==> config.mk <==
export PLATFORM = sky130hd
export DESIGN_NAME = nn_out_collector
export DESIGN_NICKNAME = d
export VERILOG_FILES = /design/src/rtl/nn_out_pkg.sv /design/src/rtl/nn_out_fifo.sv /design/src/rtl/nn_out_collector.sv
export SDC_FILE = /design/constraint.sdc
export NUM_CORES = 1
export LEC_CHECK = 0
export CAP_MARGIN = 25
export CORE_ASPECT_RATIO = 1.25
export CORE_MARGIN = 8
export CORE_UTILIZATION = 55
export DETAILED_ROUTE_END_ITERATION = 7
export PLACE_DENSITY = 0.75
export SETUP_SLACK_MARGIN = 0.5
export SLEW_MARGIN = 25
export SYNTH_ARGS = -nofsm -noshare
export SYNTH_HDL_FRONTEND = slang
export SYNTH_SLANG_ARGS = --single-unit
==> constraint.sdc <==
create_clock -name clk -period 4.9 [get_ports clk]
set_input_delay 0.49 -clock clk [delete_from_list [all_inputs] [get_ports clk]]
set_output_delay 0.49 -clock clk [all_outputs]
set_load 0.03 [all_outputs]
==> src/rtl/nn_out_pkg.sv <==
// Shared types for the NN output collector: skew-slot state and packed lane pair.
package nn_out_pkg;

    typedef enum logic {SLOT_EMPTY = 1'b0, SLOT_HELD = 1'b1} slot_state_t;

    localparam int unsigned LANE_W = 16;

    typedef struct packed {
        logic [LANE_W-1:0] lane2;
        logic [LANE_W-1:0] lane1;
    } nn_pair_t;

endpackage

==> src/rtl/nn_out_fifo.sv <==
// Synchronous first-word-fall-through FIFO with registered head word, count and full flag.
module nn_out_fifo #(
    parameter int unsigned W     = 32,
    parameter int unsigned DEPTH = 8
) (
    input  logic                       clk,
    input  logic                       rst,
    input  logic                       clear,
    input  logic                       push,
    input  logic [W-1:0]               push_data,
    input  logic                       ready,
    output logic [W-1:0]               data_out,
    output logic                       valid_out,
    output logic [$clog2(DEPTH):0]     count,
    output logic                       full,
    output logic                       drop_c
);
    localparam int unsigned AW    = $clog2(DEPTH);
    localparam int unsigned CNT_W = AW + 1;

    logic [W-1:0]     mem [DEPTH];
    logic [AW-1:0]    rd_q, rd_nxt, wr_q, wr_nxt;
    logic [CNT_W-1:0] count_nxt, remain;
    logic [W-1:0]     head_nxt;
    logic             pop, push_ok;

    // Head word is precomputed so data_out comes straight from a flop.
    always_comb begin
        pop       = valid_out & ready;
        push_ok   = push & (~full | pop);
        drop_c    = push & full & ~pop;
        count_nxt = count + CNT_W'(push_ok) - CNT_W'(pop);
        rd_nxt    = pop     ? rd_q + AW'(1) : rd_q;
        wr_nxt    = push_ok ? wr_q + AW'(1) : wr_q;
        remain    = count - CNT_W'(pop);
        head_nxt  = '0;
        if (remain != '0) begin
            head_nxt = mem[rd_nxt];
        end else if (push_ok) begin
            head_nxt = push_data;
        end
    end

    always_ff @(posedge clk) begin
        if (push_ok) begin
            mem[wr_q] <= push_data;
        end
    end

    always_ff @(posedge clk) begin
        if (rst || clear) begin
            rd_q      <= '0;
            wr_q      <= '0;
            count     <= '0;
            full      <= 1'b0;
            valid_out <= 1'b0;
            data_out  <= '0;
        end else begin
            rd_q      <= rd_nxt;
            wr_q      <= wr_nxt;
            count     <= count_nxt;
            full      <= (count_nxt == CNT_W'(DEPTH));
            valid_out <= (count_nxt != '0);
            data_out  <= head_nxt;
        end
    end

endmodule

==> src/rtl/nn_out_collector.sv <==
// Deskews the two NN output lanes, packs {lane2, lane1} and buffers pairs in a FWFT FIFO.
// Optional NN_OUT_COLLECT_DROP_CNT_EN adds a saturating dropped-word counter port.
module nn_out_collector
    import nn_out_pkg::*;
#(
    parameter int unsigned DATA_W = 16,
    parameter int unsigned DEPTH  = 8
) (
    input  logic                     clk,
    input  logic                     rst,
    input  logic [DATA_W-1:0]        col_data_in_1,
    input  logic                     col_valid_in_1,
    input  logic [DATA_W-1:0]        col_data_in_2,
    input  logic                     col_valid_in_2,
    input  logic                     col_clear,
    output logic [2*DATA_W-1:0]      col_data_out,
    output logic                     col_valid_out,
    input  logic                     col_ready_in,
    output logic [$clog2(DEPTH):0]   col_count,
    output logic                     col_full,
    output logic                     col_overflow,
    output logic                     col_pair_err
`ifdef NN_OUT_COLLECT_DROP_CNT_EN
    ,
    output logic [15:0]              col_drop_cnt
`endif
);
    localparam logic [0:0] ST_EMPTY = 1'(SLOT_EMPTY);
    localparam logic [0:0] ST_HELD  = 1'(SLOT_HELD);

    logic [0:0]          state_q, state_nxt;
    logic [DATA_W-1:0]   slot_q, slot_nxt;
    logic                push_c, pair_err_set_c, drop_c;
    logic [2*DATA_W-1:0] push_data_c;

    // Skew slot: lane 1 waits here for its lane-2 partner one cycle later.
    always_ff @(posedge clk) begin
        if (rst || col_clear) begin
            state_q <= ST_EMPTY;
            slot_q  <= '0;
        end else begin
            state_q <= state_nxt;
            slot_q  <= slot_nxt;
        end
    end

    always_comb begin
        state_nxt      = state_q;
        slot_nxt       = slot_q;
        push_c         = 1'b0;
        push_data_c    = '0;
        pair_err_set_c = 1'b0;
        case (state_q)
            ST_EMPTY: begin
                if (col_valid_in_1 && !col_valid_in_2) begin
                    slot_nxt  = col_data_in_1;
                    state_nxt = ST_HELD;
                end else if (col_valid_in_1 && col_valid_in_2) begin
                    push_c      = 1'b1;
                    push_data_c = {col_data_in_2, col_data_in_1};
                end else if (col_valid_in_2) begin
                    push_c         = 1'b1;
                    push_data_c    = {col_data_in_2, DATA_W'(0)};
                    pair_err_set_c = 1'b1;
                end
            end
            ST_HELD: begin
                if (col_valid_in_2) begin
                    push_c      = 1'b1;
                    push_data_c = {col_data_in_2, slot_q};
                    if (col_valid_in_1) begin
                        slot_nxt = col_data_in_1;
                    end else begin
                        state_nxt = ST_EMPTY;
                    end
                end else if (col_valid_in_1) begin
                    // Held sample never got a partner: flush it zero-padded.
                    push_c         = 1'b1;
                    push_data_c    = {DATA_W'(0), slot_q};
                    pair_err_set_c = 1'b1;
                    slot_nxt       = col_data_in_1;
                end
            end
            default: state_nxt = ST_EMPTY;
        endcase
        if (col_clear) begin
            push_c         = 1'b0;
            pair_err_set_c = 1'b0;
        end
    end

    nn_out_fifo #(
        .W     (2 * DATA_W),
        .DEPTH (DEPTH)
    ) u_fifo (
        .clk       (clk),
        .rst       (rst),
        .clear     (col_clear),
        .push      (push_c),
        .push_data (push_data_c),
        .ready     (col_ready_in),
        .data_out  (col_data_out),
        .valid_out (col_valid_out),
        .count     (col_count),
        .full      (col_full),
        .drop_c    (drop_c)
    );

    // Sticky status flags.
    always_ff @(posedge clk) begin
        if (rst || col_clear) begin
            col_overflow <= 1'b0;
            col_pair_err <= 1'b0;
        end else begin
            col_overflow <= col_overflow | drop_c;
            col_pair_err <= col_pair_err | pair_err_set_c;
        end
    end

`ifdef NN_OUT_COLLECT_DROP_CNT_EN
    always_ff @(posedge clk) begin
        if (rst || col_clear) begin
            col_drop_cnt <= '0;
        end else if (drop_c && (col_drop_cnt != 16'hFFFF)) begin
            col_drop_cnt <= col_drop_cnt + 16'd1;
        end
    end
`endif

endmodule

==> impl_metrics.xml <==
<?xml version="1.0" encoding="UTF-8"?>
<metrics>
  <group name="grt">
    <metric name="grt_max_degree" unit="">95</metric>
    <metric name="number_of_global_route_vias_before_repair" unit="">12264</metric>
    <metric name="grt_pass1_wl" unit="µm">66000</metric>
    <metric name="overall_overflow_remaining_after_global_route" unit="">0</metric>
    <metric name="global_route_usage_sum" unit="%">25.0</metric>
    <metric name="number_of_antenna_violations_at_the_first_check_in_global_routing" unit="">1</metric>
  </group>
  <group name="sta">
    <metric name="timing_max_transition_violations_final" unit="">0</metric>
    <metric name="worst-slew-pin-transition" unit="ns">1.06</metric>
    <metric name="totalNegativeSetupSlack" unit="ns">0</metric>
    <metric name="hold_viol" unit="">0</metric>
    <metric name="slew-limit-headroom" unit="%">29.6</metric>
    <metric name="setup_violations" unit="">0</metric>
    <metric name="finalWorstSetupSlack" unit="ns">1.30</metric>
    <metric name="final_period_minus_worst_setup_slack" unit="ns">3.60</metric>
    <metric name="worst_clock_skew" unit="ns">0.0114</metric>
    <metric name="ratio_of_final_minimum_period_to_clock_period" unit="%">73.4</metric>
    <metric name="rsz0062_at_grt" unit="">no</metric>
    <metric name="max_clock_freq" unit="MHz">278</metric>
  </group>
  <group name="critical_path">
    <metric name="worst_ep_arrival_time" unit="ns">4.05</metric>
    <metric name="critical_path.reg2reg.startpoint" unit="">u_fifo.rd_q[0]</metric>
    <metric name="worstPathMaxFanout" unit="">65</metric>
    <metric name="worstPathCellList" unit="">ha_4 -&gt; inv_1 -&gt; buf_4 -&gt; a2111oi_0 -&gt; nor3_1 -&gt; o22ai_1 -&gt; o21ai_1</metric>
    <metric name="worstSetupEndpointType" unit="">register</metric>
    <metric name="worst-setup-path-type" unit="">reg -&gt; reg</metric>
    <metric name="worst_ep_required_time" unit="ns">5.35</metric>
    <metric name="setup.worst_path.start_class" unit="">register</metric>
    <metric name="setup.worst_path.start" unit="">u_fifo.rd_q[0]</metric>
    <metric name="critPathMaxStageDelay" unit="ns">0.88</metric>
    <metric name="crit_slowest_cell" unit="">sky130_fd_sc_hd__dfxtp_4</metric>
  </group>
  <group name="clock_tree">
    <metric name="root_buffer_cell" unit="">sky130_fd_sc_hd__clkbuf_16</metric>
    <metric name="clock_insertion_delay_worst_skew" unit="ns">0.56</metric>
    <metric name="cts.path.max_buffers" unit="">3</metric>
    <metric name="cts_num_sinks" unit="">319</metric>
    <metric name="tritoncts_clock_tree" unit="">built</metric>
    <metric name="clkTransAtPathRegs" unit="ns">0.06</metric>
    <metric name="cts_post_setup_buffers_inserted" unit="">0</metric>
    <metric name="post_cts_hold_buffer_count" unit="">0</metric>
    <metric name="depth_of_the_cts_h_tree" unit="">1</metric>
    <metric name="cts-resized-gates" unit="">0</metric>
    <metric name="cts_made_buffers" unit="">31</metric>
  </group>
  <group name="logic_synthesis">
    <metric name="yosys-mux-area-fraction" unit="%">0</metric>
    <metric name="post_synth.cell_area_avg" unit="µm²">11.5</metric>
    <metric name="synth_ff_type" unit="">sky130_fd_sc_hd__edfxtp_1</metric>
    <metric name="ys_ff_latch" unit="">319</metric>
    <metric name="synth_edf_count" unit="">256</metric>
    <metric name="async_reset_ff_share" unit="%">0</metric>
    <metric name="synth_cell_count_leaders" unit="">sky130_fd_sc_hd__edfxtp_1 (256), sky130_fd_sc_hd__o211ai_1 (155), sky130_fd_sc_hd__a21oi_1 (116)</metric>
    <metric name="post_synth_xor_area_fraction" unit="%">0.579</metric>
    <metric name="post-synth-top-area-cell" unit="">sky130_fd_sc_hd__edfxtp_1</metric>
    <metric name="yosysMostFrequentCell" unit="">sky130_fd_sc_hd__edfxtp_1</metric>
    <metric name="yosys.area.top_type_share" unit="%">50.8</metric>
    <metric name="syn_area" unit="µm²">15100</metric>
    <metric name="compound_gate_portion_of_the_synthesized_area" unit="%">28.9</metric>
    <metric name="largest_family_of_logic_cells_by_synthesized_area" unit="">compound AO/OA/AOI/OAI gates</metric>
    <metric name="synth_simple_gate_area_share" unit="%">6.07</metric>
    <metric name="seq_area_frac_synth" unit="%">59.1</metric>
    <metric name="mappedNetlistNets" unit="">1362</metric>
    <metric name="synth-adder-area-share" unit="%">0.794</metric>
    <metric name="count_of_different_cell_masters_after_synthesis" unit="">51</metric>
    <metric name="leading_cell_types_by_total_area_after_synthesis" unit="">sky130_fd_sc_hd__edfxtp_1 (51%), sky130_fd_sc_hd__dfxtp_1 (8.3%), sky130_fd_sc_hd__o211ai_1 (7.7%)</metric>
    <metric name="syn-instance-count" unit="">1315</metric>
    <metric name="synth-warning-count" unit="">0</metric>
  </group>
  <group name="place">
    <metric name="place_hpwl" unit="µm">21400</metric>
    <metric name="pre_cts_slack" unit="ns">1.24</metric>
    <metric name="port-buffer-count" unit="">77</metric>
    <metric name="place.gp.congestion" unit="">0.769</metric>
  </group>
  <group name="routing">
    <metric name="post_drt_wl_per_cell" unit="µm">25.0</metric>
    <metric name="drt_iter0_drc" unit="">1384</metric>
    <metric name="vias" unit="">11909</metric>
    <metric name="firstDrtPassIters" unit="">7</metric>
    <metric name="antenna_violating_nets_post_route" unit="">0</metric>
    <metric name="wirelength" unit="µm">42100</metric>
    <metric name="viasPerCell" unit="">7.08</metric>
    <metric name="drcViolationCount" unit="">0</metric>
  </group>
  <group name="die">
    <metric name="core" unit="µm²">27300</metric>
    <metric name="start_util" unit="%">55.4</metric>
    <metric name="num_io_pins" unit="">78</metric>
    <metric name="rows" unit="">68</metric>
    <metric name="die_height" unit="µm">201</metric>
    <metric name="dieArea" unit="µm²">33100</metric>
    <metric name="die_width" unit="µm">164</metric>
  </group>
  <group name="layout">
    <metric name="synthToLayoutAreaGrowth" unit="%">13.4</metric>
    <metric name="ratio_of_cells_with_drive_above_1_in_the_final_layout" unit="%">7.88</metric>
    <metric name="antenna-diode-count" unit="">0</metric>
    <metric name="nNetsFinal" unit="">1355</metric>
  </group>
  <group name="pwr">
    <metric name="worst_ir_drop_vdd" unit="V">0.000316</metric>
    <metric name="power_per_cell_area" unit="nW/µm²">413</metric>
    <metric name="cellLeakagePower" unit="nW">5.27</metric>
  </group>
  <group name="flow_run">
    <metric name="max-cap-violations" unit="">0</metric>
  </group>
  <group name="min_path">
    <metric name="min_from" unit="">slot_q[9]</metric>
    <metric name="worst_hold_path_type" unit="">reg -&gt; reg</metric>
  </group>
  <group name="outcome">
    <metric name="status" unit="">complete, no violations</metric>
  </group>
</metrics>
-- cell type report --
cell class                      count  area [µm²]
Tap cell                          350         438
Inverter                           15        60.1
Sequential cell                   319        8960
Fill cell                        2068       10100
Timing Repair Buffer              107         996
Clock inverter                     24         295
Multi-Input combinational cell    834        5630
Clock buffer                       33         783
-- registers in the layout, summed over array words and instances, names as in the netlist --
name and count:
u_fifo.count 4, state_q 1, u_fifo.full 1, col_pair_err 1, slot_q 16, u_fifo.wr_q 3, u_fifo.valid_out 1, col_overflow 1
u_fifo.rd_q 3, u_fifo.mem 256, u_fifo.data_out 32
-- placed cells by master, fill, tap and decap left out, types with 3 or more instances in the layout --
cell / n
sky130_fd_sc_hd__a221oi_1: 31
sky130_fd_sc_hd__nor2_1: 61
sky130_fd_sc_hd__nand2_1: 76
sky130_fd_sc_hd__a22o_1: 16
sky130_fd_sc_hd__o311ai_0: 45
sky130_fd_sc_hd__o22ai_1: 31
sky130_fd_sc_hd__clkinv_1: 4
sky130_fd_sc_hd__ha_1: 7
sky130_fd_sc_hd__clkbuf_16: 31
sky130_fd_sc_hd__xnor2_1: 4
sky130_fd_sc_hd__and3_1: 3
sky130_fd_sc_hd__clkdlybuf4s50_1: 77
sky130_fd_sc_hd__inv_1: 13
sky130_fd_sc_hd__o32ai_1: 17
sky130_fd_sc_hd__clkinv_2: 4
sky130_fd_sc_hd__o211ai_1: 155
sky130_fd_sc_hd__o21ai_1: 28
sky130_fd_sc_hd__a211oi_1: 17
sky130_fd_sc_hd__a21oi_1: 116
sky130_fd_sc_hd__o21ai_0: 57
sky130_fd_sc_hd__o31ai_1: 15
sky130_fd_sc_hd__xor2_1: 3
sky130_fd_sc_hd__dfxtp_1: 61
sky130_fd_sc_hd__bufinv_16: 6
sky130_fd_sc_hd__nand4b_1: 16
sky130_fd_sc_hd__nor3_2: 3
sky130_fd_sc_hd__buf_4: 30
sky130_fd_sc_hd__a2bb2oi_1: 63
sky130_fd_sc_hd__o221ai_1: 17
sky130_fd_sc_hd__clkinvlp_4: 9
sky130_fd_sc_hd__and2_1: 19
sky130_fd_sc_hd__edfxtp_1: 256
-- where the power goes --
part / leakage [nW] / switching [mW] / total, mW / internal [mW]
combinational: 1.90 / 0.945 / 1.48 / 0.532
clock: 0.497 / 1.04 / 2.52 / 1.48
sequential: 2.87 / 0.0742 / 3.09 / 3.01
total: 5.27 / 2.06 / 7.09 / 5.02
-- final timing paths --
check / to / slack (ns) / depth (start not counted)
worst max-delay path: u_fifo.data_out[30] / 1.30 / 7
worst min-delay path: slot_q[9] / 0.45 / 2
worst max register to register: u_fifo.data_out[30] / 1.30 / 7
worst min register to register: slot_q[9] / 0.45 / 2
-- worst max-delay path, delay by kind of cell, from the launching register on --
family,cells,cell delay [ns]
buffers and inverters,2,1.07
flip-flops,1,0.88
adder cells (fa/ha/maj),1,0.76
AND/OR/NAND/NOR,1,0.11
AO/OA/AOI/OAI,3,0.65
-- layer usage --
metal	GRT usage [%]	up-vias	routed length, µm
met2	40.8	653	20400
met3	4.09	125	3720
met4	11.6	0	1310
li1	-	5311	-
met1	31.8	5820	16600
met5	0	-	0
-- stage by stage --
stage / hold slack, ns / area, µm² / utilization (%) / power (mW) / std cells
2_1_floorplan: 0.436 / 15100 / - / 4.14 / 1315
3_3_place_gp: 0.440 / 16100 / 58.8 / 4.57 / 1625
3_5_place_dp: 0.446 / 16100 / 58.9 / 4.60 / 1625
4_1_cts: 0.454 / 17200 / 62.8 / 7.10 / 1682
5_1_grt: 0.466 / 17200 / 62.8 / 7.32 / 1682
6_report: 0.455 / 17200 / 62.8 / 7.09 / 1682
-- logic make-up (layout without fill, tap and decap cells) --
family / Yosys count / after routing
XOR/XNOR: 10 / 10
adder cells (fa/ha/maj): 9 / 9
buffers and inverters: 162 / 179
AND/OR/NAND/NOR: 194 / 194
AO/OA/AOI/OAI: 621 / 621
flip-flops: 319 / 319
(Power assumes the default switching activity.)
